$ cat config.mk
export PLATFORM = sky130hd
export DESIGN_NAME = arcade_input_mapper
export DESIGN_NICKNAME = d
export VERILOG_FILES = /design/src/rtl/arcade_input_pkg.sv /design/src/rtl/ps2_key_tracker.sv /design/src/rtl/arcade_input_mapper.sv
export SDC_FILE = /design/constraint.sdc
export NUM_CORES = 1
export LEC_CHECK = 0
export ABC_CLOCK_PERIOD_IN_PS = 2050
export BUFFER_PORTS_ARGS = -buffer_cell sky130_fd_sc_hd__clkbuf_2
export CELL_PAD_IN_SITES_DETAIL_PLACEMENT = 1
export CELL_PAD_IN_SITES_GLOBAL_PLACEMENT = 2
export CORE_MARGIN = 2
export CORE_UTILIZATION = 32
export CTS_BUF_LIST = sky130_fd_sc_hd__clkbuf_4 sky130_fd_sc_hd__clkbuf_8
export DETAILED_ROUTE_END_ITERATION = 16
export GPL_TIMING_DRIVEN = 0
export PLACE_DENSITY_LB_ADDON = 0.3
export RECOVER_POWER = 50
export SLEW_MARGIN = 20
export SYNTH_ARGS = -nofsm -noshare
export SYNTH_HDL_FRONTEND = slang
export SYNTH_SLANG_ARGS = --single-unit
$ cat constraint.sdc
create_clock -name I_CLK_24576M -period 2.05 [get_ports I_CLK_24576M]
set_clock_uncertainty 0.15 [all_clocks]
set_input_delay 0.615 -clock I_CLK_24576M [delete_from_list [all_inputs] [get_ports I_CLK_24576M]]
set_output_delay 0.615 -clock I_CLK_24576M [all_outputs]
set_load 0.005 [all_outputs]
$ cat src/rtl/arcade_input_pkg.sv
// arcade_input_pkg: shared scan codes, rotation enum, direction indices and joystick bit-offset helpers.
// Contents:
//   SC_*        9-bit {extended, scan code} values recognised by the key tracker
//   rot_e       screen orientation (ROT_0/90/180/270)
//   DIR_*       bit positions of R/L/D/U in the MiSTer joystick word
//   joy_*()     start1/start2/coin bit offsets as a function of BUTTONS
//   rotate()    orientation remap of a {U,D,L,R} nibble
package arcade_input_pkg;

    localparam logic [8:0] SC_UP   = 9'h175;
    localparam logic [8:0] SC_DN   = 9'h172;
    localparam logic [8:0] SC_LT   = 9'h16B;
    localparam logic [8:0] SC_RT   = 9'h174;
    localparam logic [8:0] SC_B0A  = 9'h029;
    localparam logic [8:0] SC_B0B  = 9'h014;
    localparam logic [8:0] SC_B1   = 9'h011;
    localparam logic [8:0] SC_B2   = 9'h012;
    localparam logic [8:0] SC_B3   = 9'h01A;
    localparam logic [8:0] SC_ST1  = 9'h005;
    localparam logic [8:0] SC_ST2  = 9'h006;
    localparam logic [8:0] SC_COIN = 9'h02E;

    typedef enum logic [1:0] {ROT_0, ROT_90, ROT_180, ROT_270} rot_e;

    localparam int DIR_R = 0;
    localparam int DIR_L = 1;
    localparam int DIR_D = 2;
    localparam int DIR_U = 3;

    function automatic int joy_start1(input int buttons);
        return 4 + buttons;
    endfunction

    function automatic int joy_start2(input int buttons);
        return 5 + buttons;
    endfunction

    function automatic int joy_coin(input int buttons);
        return 6 + buttons;
    endfunction

    function automatic logic [3:0] rotate(input logic [3:0] d, input rot_e r);
        logic [3:0] o;
        o = d;
        case (r)
            ROT_90: begin
                o[DIR_U] = d[DIR_L];
                o[DIR_D] = d[DIR_R];
                o[DIR_L] = d[DIR_D];
                o[DIR_R] = d[DIR_U];
            end
            ROT_180: begin
                o[DIR_U] = d[DIR_D];
                o[DIR_D] = d[DIR_U];
                o[DIR_L] = d[DIR_R];
                o[DIR_R] = d[DIR_L];
            end
            ROT_270: begin
                o[DIR_U] = d[DIR_R];
                o[DIR_D] = d[DIR_L];
                o[DIR_L] = d[DIR_U];
                o[DIR_R] = d[DIR_D];
            end
            default: o = d;
        endcase
        return o;
    endfunction

endpackage

$ cat src/rtl/ps2_key_tracker.sv
// ps2_key_tracker: turns PS/2 make/break toggle events into a held key-state word in MiSTer joystick layout.
// Ports:
//   clk      in   system clock
//   rst_n    in   asynchronous active-low reset
//   ps2_key  in   [10] event toggle, [9] pressed, [8] extended, [7:0] scan code
//   keys     out  key states, same bit layout as a joystick word (R,L,D,U,buttons,start1,start2,coin)
module ps2_key_tracker #(
    parameter int BUTTONS = 1
) (
    input  logic        clk,
    input  logic        rst_n,
    input  logic [10:0] ps2_key,
    output logic [15:0] keys
);
    import arcade_input_pkg::*;

    logic       armed;
    logic       old_tgl;
    logic       hit;
    logic [3:0] idx;

    // Buttons beyond BUTTONS decode to no hit so their keys never latch.
    always_comb begin
        hit = 1'b1;
        idx = '0;
        case (ps2_key[8:0])
            SC_UP:          idx = 4'(DIR_U);
            SC_DN:          idx = 4'(DIR_D);
            SC_LT:          idx = 4'(DIR_L);
            SC_RT:          idx = 4'(DIR_R);
            SC_B0A, SC_B0B: idx = 4'd4;
            SC_B1:          begin idx = 4'd5; hit = BUTTONS > 1; end
            SC_B2:          begin idx = 4'd6; hit = BUTTONS > 2; end
            SC_B3:          begin idx = 4'd7; hit = BUTTONS > 3; end
            SC_ST1:         idx = 4'(joy_start1(BUTTONS));
            SC_ST2:         idx = 4'(joy_start2(BUTTONS));
            SC_COIN:        idx = 4'(joy_coin(BUTTONS));
            default:        hit = 1'b0;
        endcase
    end

    // The first clock after reset only captures the toggle level, so a stale
    // toggle state present at reset release is never mistaken for an event.
    always_ff @(posedge clk or negedge rst_n) begin
        if (!rst_n) begin
            armed   <= 1'b0;
            old_tgl <= 1'b0;
            keys    <= '0;
        end else begin
            armed   <= 1'b1;
            old_tgl <= ps2_key[10];
            if (armed && ps2_key[10] != old_tgl && hit)
                keys[idx] <= ps2_key[9];
        end
    end

endmodule

$ cat src/rtl/arcade_input_mapper.sv
// arcade_input_mapper: merges PS/2 keys and joysticks, rotates directions, routes players and times the coin pulse.
// Ports:
//   I_CLK_24576M  in   system clock
//   I_RESETn      in   asynchronous active-low reset
//   I_PS2_KEY     in   PS/2 event word from the HPS
//   I_JOY0/1      in   MiSTer joystick words
//   I_ROT         in   screen orientation (0/90/180/270)
//   I_SPLIT       in   1: JOY1 drives player 2 only
//   I_AF_EN       in   autofire request for button 0
//   O_P1_n/O_P2_n out  active-low {buttons, U, D, L, R}
//   O_START_n     out  active-low {start2, start1}
//   O_COIN_n      out  active-low coin pulse
// Optional feature: define AUTOFIRE_EN to build the button-0 autofire generator.
module arcade_input_mapper #(
    parameter int PLAYERS    = 2,
    parameter int BUTTONS    = 1,
    parameter int COIN_PULSE = 1228800,
    parameter int AF_PERIOD  = 1638400
) (
    input  logic                 I_CLK_24576M,
    input  logic                 I_RESETn,
    input  logic [10:0]          I_PS2_KEY,
    input  logic [15:0]          I_JOY0,
    input  logic [15:0]          I_JOY1,
    input  logic [1:0]           I_ROT,
    input  logic                 I_SPLIT,
    input  logic                 I_AF_EN,
    output logic [BUTTONS+3:0]   O_P1_n,
    output logic [BUTTONS+3:0]   O_P2_n,
    output logic [1:0]           O_START_n,
    output logic                 O_COIN_n
);
    import arcade_input_pkg::*;

    localparam int W  = 4 + BUTTONS;
    localparam int S1 = joy_start1(BUTTONS);
    localparam int S2 = joy_start2(BUTTONS);
    localparam int CN = joy_coin(BUTTONS);
    localparam int CW = $clog2(COIN_PULSE + 1);
    localparam logic [CW-1:0] CLOAD = CW'(COIN_PULSE - 1);

    typedef enum logic [1:0] {IDLE, PULSE, HOLD} coin_e;

    logic [15:0]   kbd;
    logic [15:0]   src1;
    logic [15:0]   src2;
    logic [15:0]   all_src;
    logic          af_on;
    logic          af_phase;
    logic          req;
    logic          req_q;
    coin_e         state;
    logic [CW-1:0] cnt;
    logic          unused;

    ps2_key_tracker #(.BUTTONS(BUTTONS)) u_keys (
        .clk     (I_CLK_24576M),
        .rst_n   (I_RESETn),
        .ps2_key (I_PS2_KEY),
        .keys    (kbd)
    );

    assign src1    = kbd | I_JOY0 | (I_SPLIT ? 16'h0 : I_JOY1);
    assign src2    = I_SPLIT ? I_JOY1 : src1;
    assign all_src = kbd | I_JOY0 | I_JOY1;
    assign req     = all_src[S1] | all_src[S2] | all_src[CN];
    assign unused  = ^{src1, src2, all_src, I_AF_EN};

`ifdef AUTOFIRE_EN
    localparam int AW = $clog2(AF_PERIOD + 1);
    logic [AW-1:0] af_cnt;

    assign af_on = I_AF_EN;

    always_ff @(posedge I_CLK_24576M or negedge I_RESETn) begin
        if (!I_RESETn) begin
            af_cnt   <= '0;
            af_phase <= 1'b0;
        end else if (af_cnt == AW'(AF_PERIOD - 1)) begin
            af_cnt   <= '0;
            af_phase <= ~af_phase;
        end else begin
            af_cnt <= af_cnt + 1'b1;
        end
    end
`else
    assign af_on    = 1'b0;
    assign af_phase = 1'b0;
`endif

    // Active-high player word: autofire gates a held button 0, then directions are rotated.
    function automatic logic [W-1:0] map(input logic [15:0] s, input rot_e r, input logic on, input logic ph);
        logic [BUTTONS-1:0] b;
        b    = s[4 +: BUTTONS];
        b[0] = (on && b[0]) ? ph : b[0];
        return {b, rotate(s[3:0], r)};
    endfunction

    always_ff @(posedge I_CLK_24576M or negedge I_RESETn) begin
        if (!I_RESETn) begin
            O_P1_n    <= '1;
            O_P2_n    <= '1;
            O_START_n <= '1;
        end else begin
            O_P1_n    <= ~map(src1, rot_e'(I_ROT), af_on, af_phase);
            O_P2_n    <= (PLAYERS > 1) ? ~map(src2, rot_e'(I_ROT), af_on, af_phase) : '1;
            O_START_n <= ~{all_src[S2], all_src[S1]};
        end
    end

    // One pulse per request rising edge; HOLD waits for release so a held
    // start/coin cannot retrigger.
    always_ff @(posedge I_CLK_24576M or negedge I_RESETn) begin
        if (!I_RESETn) begin
            state    <= IDLE;
            cnt      <= '0;
            req_q    <= 1'b0;
            O_COIN_n <= 1'b1;
        end else begin
            req_q <= req;
            case (state)
                IDLE: if (req && !req_q) begin
                    state    <= PULSE;
                    cnt      <= CLOAD;
                    O_COIN_n <= 1'b0;
                end
                PULSE: if (cnt == '0) begin
                    state    <= HOLD;
                    O_COIN_n <= 1'b1;
                end else begin
                    cnt <= cnt - 1'b1;
                end
                HOLD: if (!req) state <= IDLE;
                default: state <= IDLE;
            endcase
        end
    end

endmodule

[Yosys cells after proc, flatten, opt, wreduce, memory -nomap -nowiden]
Index checks and enable logic that the tools add are counted.
Storage, ports and cells
  input port bits: 49
  logic and storage cells: 78
  output and inout port bits: 13
  register bits after elaboration: 55
Cells by class
  equal/unequal tests: 22
  magnitude comparators: 2
  reductions and logical operators: 16
  bitwise gates (word level): 8
  muxes and demuxes: 19
  add/sub/neg operators: 1
Operator list (count)
  $mux W21: 2
  $pmux W21 S2: 1
  $eq A9 B5 Y1 const B: 4
  $eq A9 B9 Y1 const B: 4
  $pmux W4 S3: 2
  $logic_not A21 Y1: 1
  $pmux W3 S7: 1
  $sub A21 B1 Y21 const B: 1
  $eq A9 B3 Y1 const B: 2
  $eq A9 B6 Y1 const B: 2
  $bwmux W16: 1
  $or A8 B8 Y8: 2
  $mux W5: 2
  $not A5 Y5: 2
  $reduce_and A3 Y1: 3
  $reduce_or A9 Y1: 1
  $ne A2 B2 Y1 const B: 4
  $reduce_or A2 Y1: 4
  $eq A2 B2 Y1 const B: 3
  $mux W2: 3
  $pmux W2 S3: 1
  $lt A3 B5 Y1 const B: 1
  $or A5 B5 Y5: 1
  $demux W1 S4: 1
  11 further kinds: 19

[Logic depth before layout (Yosys ltp)]
Gate-level depths: netlist (run 1).
  word-level depth: 8
  gate-level depth with buffers: 8
  mapped depth without buffers: 7

[Hierarchy]
A second synthesis (run 1) with hierarchy kept.
Unflattened totals
  cells, all modules: 287
  area total of the unflattened synthesis: 2859.0 µm²
By module, submodules not included
  arcade_input_mapper: cells each 206, instances 1, area each 2079.5 µm², seq. area each 942.2 µm²
  ps2_key_tracker: cells each 81, instances 1, area each 779.5 µm², seq. area each 250.2 µm²

[Least setup slack after synthesis (run 1)]
No wires, ideal clock.
  path type: input -> register
  start: input I_PS2_KEY[3]
  end: register u_keys.keys[7]
  slack: -0.218 ns
  buffers on the path: 1
  setup time: 0.127 ns
  data required time: 1.773 ns
  stages on the path: 7
  arrival time: 1.991 ns
  cell sequence: buf_6 -> nand2b_4 -> nor4b_1 -> o21ai_1 -> and4b_4 -> and4bb_1 -> mux2_1
On the way
  longest elaborated chain between the ends: 8
  elaborated cells on any way between the ends: 26
  classes of those cells: order compare (2); eq/ne (12); mux (5); reduce/logical (7)
RTL lines
  from (decl): line arcade_input_mapper.sv:22  | input logic [10:0] I_PS2_KEY,
  $eq A9 B5 Y1 (tied with other cells): line ps2_key_tracker.sv:26  | case (ps2_key[8:0])
  $reduce_or A2 Y1 (no source line)
  $pmux W3 S7: line ps2_key_tracker.sv:26
  $lt A3 B5 Y1 (implied by the code) / $ge A3 B1 Y1 (equally long branches): line ps2_key_tracker.sv:53  | keys[idx] <= ps2_key[9];
  $logic_and A1 B1 Y1 (implied by the code): line ps2_key_tracker.sv:53
  $mux W1 (implied by the code): line ps2_key_tracker.sv:53
  $demux W1 S4
  $bwmux W16: line ps2_key_tracker.sv:53
  to (signal, indexed assignment): line ps2_key_tracker.sv:53
  to (decl): line ps2_key_tracker.sv:13  | output logic [15:0] keys
Several ways; a longest one is shown, not always the timed one.
A chain may end at the register's enable or synchronous reset.

[Worst setup path in the final report (run 1)]
  start: input I_PS2_KEY[4]
  end: register u_keys.keys[0]
The elaborated chain is that of the path after synthesis.

==> impl_metrics.py, run 1 <==
metrics = {
    "worst_setup_path": {
        "critical_path.startpoint_type": "primary input",
        "crit_path_top_delay_cell": "mux2_4",
        "cp_common_cell": "nor4b_4",
        "critPathKind": "primary input to flop",
        "path_max_fanout": 4,
        "required_ns": 2.11,
        "slowest_delay_ns": 0.32,
        "crit_chain": "buf_8 > nand2b_4 > nor4b_4 > o21ai_2 > and4b_4 > nor4b_4 > mux2_4",
        "arrival_ns": 2.14,
        "end_kind": "flop",
    },
    "status": {
        "violations": "negative setup slack",
        "status": "complete, but fails checks",
    },
    "detailed_routing": {
        "drc": 0,
        "drtPass1Iterations": 4,
        "ant_nets": 0,
        "drt_iter0_drc": 55,
        "vias": 2117,
        "wire_per_inst_um": 14.8,
        "drt-total-wl_um": 6300,
        "via_per_inst": 4.97,
    },
    "sta": {
        "hold-worst-slack_ns": 0.266,
        "max_slew_margin": 0.209,
        "fmax_mhz": 481,
        "fin_ws_ns": -0.0309,
        "fin_crit_ns": 2.08,
        "final_max_slew_viol_count": 0,
        "rsz0062_at_grt": "true",
        "setup_viol": 2,
        "timing.final.crit_share": 1.02,
        "finalSetupTns_ns": -0.0429,
        "final-hold-violation-count": 0,
        "tightest_slew_ns": 1.19,
    },
    "die": {
        "num_rows": 32,
        "die_area_um2": 8910,
        "fp.coreArea_um2": 7810,
        "die_h_um": 94.4,
        "start_util": 0.335,
        "die_x_um": 94.4,
        "ios": 62,
    },
    "yosys": {
        "synth_ff_type": "dfrtp_1",
        "synthXorXnorAreaFrac": 0.0603,
        "synth_edf_count": 0,
        "muxShareOfSynthArea": 0.0837,
        "async_reset_ff_frac": 1.00,
        "synth_nets": 315,
        "synth_fa_ha_area_frac": 0.00957,
        "synth_top_family_by_area": "simple AND/OR/NAND/NOR gates",
        "ys_ff_latch": 47,
        "synth_top_area_frac": 0.325,
        "synthSimpleGateAreaFrac": 0.267,
        "syn_inst": 264,
        "yosys_warnings": 0,
        "synth_seq_area_share": 0.456,
        "synth.largest_area_cell": "dfrtp_1",
        "ys_types": 53,
        "syn_area_um2": 2620,
        "synth_compound_area_frac": 0.0823,
        "avgSynthCellArea_um2": 9.91,
        "yosys-top-cells-area": "dfrtp_1 (33%), dfstp_2 (13%), nor2_1 (4.7%)",
    },
    "grt": {
        "grt_usage": 0.155,
        "gr-total-overflow": 0,
        "grt_max_degree": 48,
        "antenna_found_initial": 0,
        "grt_pass1_wl_um": 10900,
        "grt_pass1_vias": 2222,
    },
    "power_and_ir_drop": {
        "leakage_nw": 1.39,
        "powerDensity_nw_per_um2": 670,
        "p_total_mw": 2.27,
        "vdd_ir_drop_max_mv": 0.264,
    },
    "clock_tree": {
        "htreeDepth": 2,
        "clkSinkCount": 47,
        "clk_pin_slew_ns": 0.10,
        "clock_path_buffers": 2,
        "cts-root-buf": "clkbuf_8",
        "cts-hold-fix-buffers": 0,
        "cts_inserted_buffers": 5,
        "cts_tree": "yes",
        "clock_latency_ns": 0.31,
    },
    "place": {
        "gp_congestion": 0.756,
        "port_buffers": 38,
        "dp_hpwl_um": 4330,
        "dpl_cell_area_um2": 2960,
    },
    "cells_and_area": {
        "postLayoutCoreUtil": 0.434,
        "syn_to_final_growth_pct": 29.7,
        "fin_nets": 374,
        "fin_area_um2": 3390,
        "drive_gt1_frac": 0.386,
        "diodes": 0,
    },
    "hold_path": {
        "hold_path.class": "flop to flop",
    },
    "job": {
        "timing.max_cap.violations": 0,
    },
}
[Yosys cell counts, types with 4 or more instances]
cell and instances:
xor2_1 10, dfstp_2 13, nand3_1 8, a21oi_1 12
mux2i_1 8, nor4_1 6, clkbuf_1 5, inv_1 9
nor3b_1 4, xnor2_1 8, nor2_1 33, nand2_1 24
o21ai_0 9, nand4_1 4, nor3_1 13, dfrtp_1 34
mux2_2 9
[placed cells by master, fill, tap and decap left out, drive strengths merged, types with 2 or more instances in the layout]
cell,synthesis,routed
nor2b,3,3
or4,2,2
nor3,13,13
buf,6,24
dfstp,13,13
nor4b,5,5
nor3b,5,5
mux2,12,12
nand4,4,4
ha,2,2
mux2i,8,8
o21ai,11,11
and3,3,3
nand3,8,8
nand2,24,24
o211ai,2,2
a21oi,13,13
dfrtp,34,34
nand2b,4,4
nand3b,2,2
xor2,10,10
clkbuf,5,44
nor4,8,8
nand4b,3,3
xnor2,8,8
inv,9,10
nor2,33,33
[cell families after synthesis]
kind of cell,after synthesis
other cells,1
xor+xnor,18
simple gates,121
buf+inv,20
mux,20
compound gates,35
fa+ha+maj,2
flops,47
[metal layers]
metal,part of all wire,vias to the layer above,global-route usage
met2,0.50,27,0.261
met3,0.026,7,0.0327
met4,0.012,0,0.0483
met1,0.47,1036,0.200
li1,-,1047,-
met5,0,-,0
[critical path, delay by kind of cell]
family | cells | cell delay (ns)
compound gates | 1 | 0.10
buf+inv | 1 | 0.10
mux | 1 | 0.32
simple gates | 4 | 1.00
[stage by stage]
step / setup slack, ns / cells
floorplan: -0.209 / 264
global placement: -0.593 / 404
detailed placement: -0.543 / 404
CTS: -0.00325 / 420
global route: -0.0819 / 426
finish: -0.0309 / 426
[report_power, final]
part | leakage (nW) | switching, mW | internal [mW]
sequential | 0.518 | 0.0765 | 1.04
combinational | 0.815 | 0.235 | 0.202
clock | 0.0548 | 0.350 | 0.368
total | 1.39 | 0.662 | 1.61
[path summary, 6_finish.rpt]
path / cells past startpoint / from / slack, ns / endpoint
setup / recovery: 7 / I_PS2_KEY[4] / -0.03 / u_keys.keys[0]$_DFFE_PN0P_
hold / removal: 1 / u_keys.keys[5]$_DFFE_PN0P_ / 0.27 / O_START_n[0]$_DFF_PN1_
setup reg to reg: 6 / cnt[4]$_DFFE_PN0P_ / 0.11 / cnt[11]$_DFFE_PN0P_
hold reg to reg: 1 / u_keys.keys[5]$_DFFE_PN0P_ / 0.27 / O_START_n[0]$_DFF_PN1_
max in group asynchronous: 1 / I_RESETn / 0.59 / cnt[4]$_DFFE_PN0P_
min in group asynchronous: 1 / I_RESETn / 0.38 / cnt[16]$_DFFE_PN0P_
[sequential cells by signal, indices dropped and copies added (netlist names)]
register        count
u_keys.keys         8
u_keys.armed        1
cnt                21
u_keys.old_tgl      1
O_COIN_n            1
O_P1_n              5
state               2
O_P2_n              5
req_q               1
O_START_n           2
[layout make-up]
type | count | area, um2
fill | 902 | 4420
clock inverter | 3 | 46.3
timing repair buffer | 53 | 329
inverter | 9 | 33.8
clock buffer | 5 | 68.8
buffer | 10 | 83.8
tap | 102 | 128
sequential | 47 | 1190
multi-input combinational | 197 | 1510
[what timing repair did]
action | 4_1_cts | 5_1_grt
gates resized for setup | 22 | 28
setup endpoints to repair | 23 | 25
pin swaps | 8 | 9
cloned | 1 | 0
buffers inserted | 8 | 6
Power figures use the tool's default switching activity.
==> inputs of run 2 (changes only) <==
SKIP_CTS_REPAIR_TIMING = 1   (was default)
==> impl_metrics.py, run 2 (synthesis gave the netlist of run 1 again) <==
metrics = {
    "status": {
        "status": "complete, but fails checks",
        "violations": "negative setup slack",
    },
    "die": {
        "ios": 62,
        "die_x_um": 94.4,
        "fp.coreArea_um2": 7810,
        "die_h_um": 94.4,
        "die_area_um2": 8910,
        "num_rows": 32,
        "start_util": 0.335,
    },
    "sta": {
        "setup_viol": 1,
        "final-hold-violation-count": 0,
        "max_slew_margin": 0.207,
        "hold-worst-slack_ns": 0.266,
        "finalSetupTns_ns": -0.00154,
        "fin_crit_ns": 2.05,
        "tightest_slew_ns": 1.19,
        "fmax_mhz": 487,
        "rsz0062_at_grt": "true",
        "fin_ws_ns": -0.00154,
        "timing.final.crit_share": 1.00,
        "final_max_slew_viol_count": 0,
    },
    "detailed_routing": {
        "ant_nets": 0,
        "drt-total-wl_um": 6500,
        "drtPass1Iterations": 4,
        "drc": 0,
        "drt_iter0_drc": 48,
        "vias": 2145,
        "wire_per_inst_um": 15.3,
        "via_per_inst": 5.05,
    },
    "power_and_ir_drop": {
        "p_total_mw": 2.32,
        "powerDensity_nw_per_um2": 674,
        "vdd_ir_drop_max_mv": 0.263,
        "leakage_nw": 1.40,
    },
    "worst_setup_path": {
        "arrival_ns": 2.11,
        "crit_chain": "buf_8 > nand2b_4 > nor4b_4 > o21ai_2 > and4b_4 > nor4b_4 > mux2_4",
        "slowest_delay_ns": 0.32,
        "end_kind": "flop",
        "cp_common_cell": "nor4b_4",
        "r2r-start": "state[0]$_DFFE_PN0P_",
        "crit_path_top_delay_cell": "mux2_4",
        "critical_path.startpoint_type": "primary input",
        "path_buf_inv": 1,
        "path_max_fanout": 4,
        "critPathKind": "primary input to flop",
        "r2r_slack_ns": 0.04,
        "required_ns": 2.11,
        "cp_top_family": "simple AND/OR/NAND/NOR gates",
        "critPathLaunch": "I_PS2_KEY[4]",
    },
    "clock_tree": {
        "htreeDepth": 2,
        "cts_tree": "yes",
        "clk_pin_slew_ns": 0.10,
        "clkSinkCount": 47,
        "cts_inserted_buffers": 5,
        "clock_latency_ns": 0.31,
        "cts-root-buf": "clkbuf_8",
        "clock_path_buffers": 2,
    },
    "grt": {
        "grt_max_degree": 48,
        "grt_usage": 0.145,
        "antenna_found_initial": 0,
        "gr-total-overflow": 0,
        "grt_pass1_wl_um": 10300,
        "grt_pass1_vias": 2127,
    },
    "place": {
        "place_ws_ns": -0.543,
        "dp_hpwl_um": 4330,
        "dpl_cell_area_um2": 2960,
        "port_buffers": 38,
        "gp_congestion": 0.756,
        "post-place-cells": 404,
    },
    "cells_and_area": {
        "largest_register_ffs": 21,
        "final_cell_mix": "clkbuf_2 (33), dfrtp_1 (32), nor2_1 (30)",
        "fin_area_um2": 3440,
        "fill_cells": 903,
        "fin_cells": 425,
        "fin_nets": 373,
        "diodes": 0,
        "syn_to_final_growth_pct": 31.6,
        "postLayoutCoreUtil": 0.441,
        "largest-register": "cnt",
        "final_common_cell": "clkbuf_2",
        "reg.largest.list": "cnt: 21 flops, u_keys.keys: 8 flops",
        "drive_gt1_frac": 0.402,
    },
    "hold_path": {
        "hp-start": "u_keys.keys[5]$_DFFE_PN0P_",
        "hold_path.class": "flop to flop",
    },
    "job": {
        "timing.max_cap.violations": 0,
    },
}
==> run 2: cell types whose count changed in the layout (fill, tap and decap cells not counted), sizes merged <==
| cell | delta |
|---|---|
| buf | -1 |
| a21oi | +1 |
| clkbuf | -1 |
==> run 2: path summary, 6_finish.rpt <==
path	to	cells past startpoint
worst max-delay path	u_keys.keys[0]$_DFFE_PN0P_	7
worst min-delay path	O_START_n[0]$_DFF_PN1_	1
worst max register to register	cnt[14]$_DFFE_PN0P_	6
worst min register to register	O_START_n[0]$_DFF_PN1_	1
max in group asynchronous	cnt[5]$_DFFE_PN0P_	1
min in group asynchronous	cnt[16]$_DFFE_PN0P_	1
==> run 2: power by group <==
part,internal [mW],total [mW],switching (mW)
Sequential,1.04,1.13,0.0882
Combinational,0.220,0.474,0.254
Clock,0.368,0.716,0.348
Total,1.63,2.32,0.690
==> run 2: final cells by class <==
type | count | area, um2 | share of cell area
clock buffers | 5 | 68.8 | 0.0200
clock inverters | 3 | 46.3 | 0.0134
multi-input cells | 198 | 1570 | 0.457
repair buffers | 51 | 313 | 0.0909
plain buffers | 10 | 83.8 | 0.0244
well taps | 102 | 128 | 0.0371
inverters | 9 | 33.8 | 0.00981
flip-flops and latches | 47 | 1190 | 0.347
==> run 2: layer usage <==
metal,vias up,global-route usage,part of all wire
met1,1063,0.192,0.45
met4,0,0.0399,0.0098
met3,5,0.0295,0.027
met2,29,0.242,0.51
met5,-,0,0
li1,1048,-,-
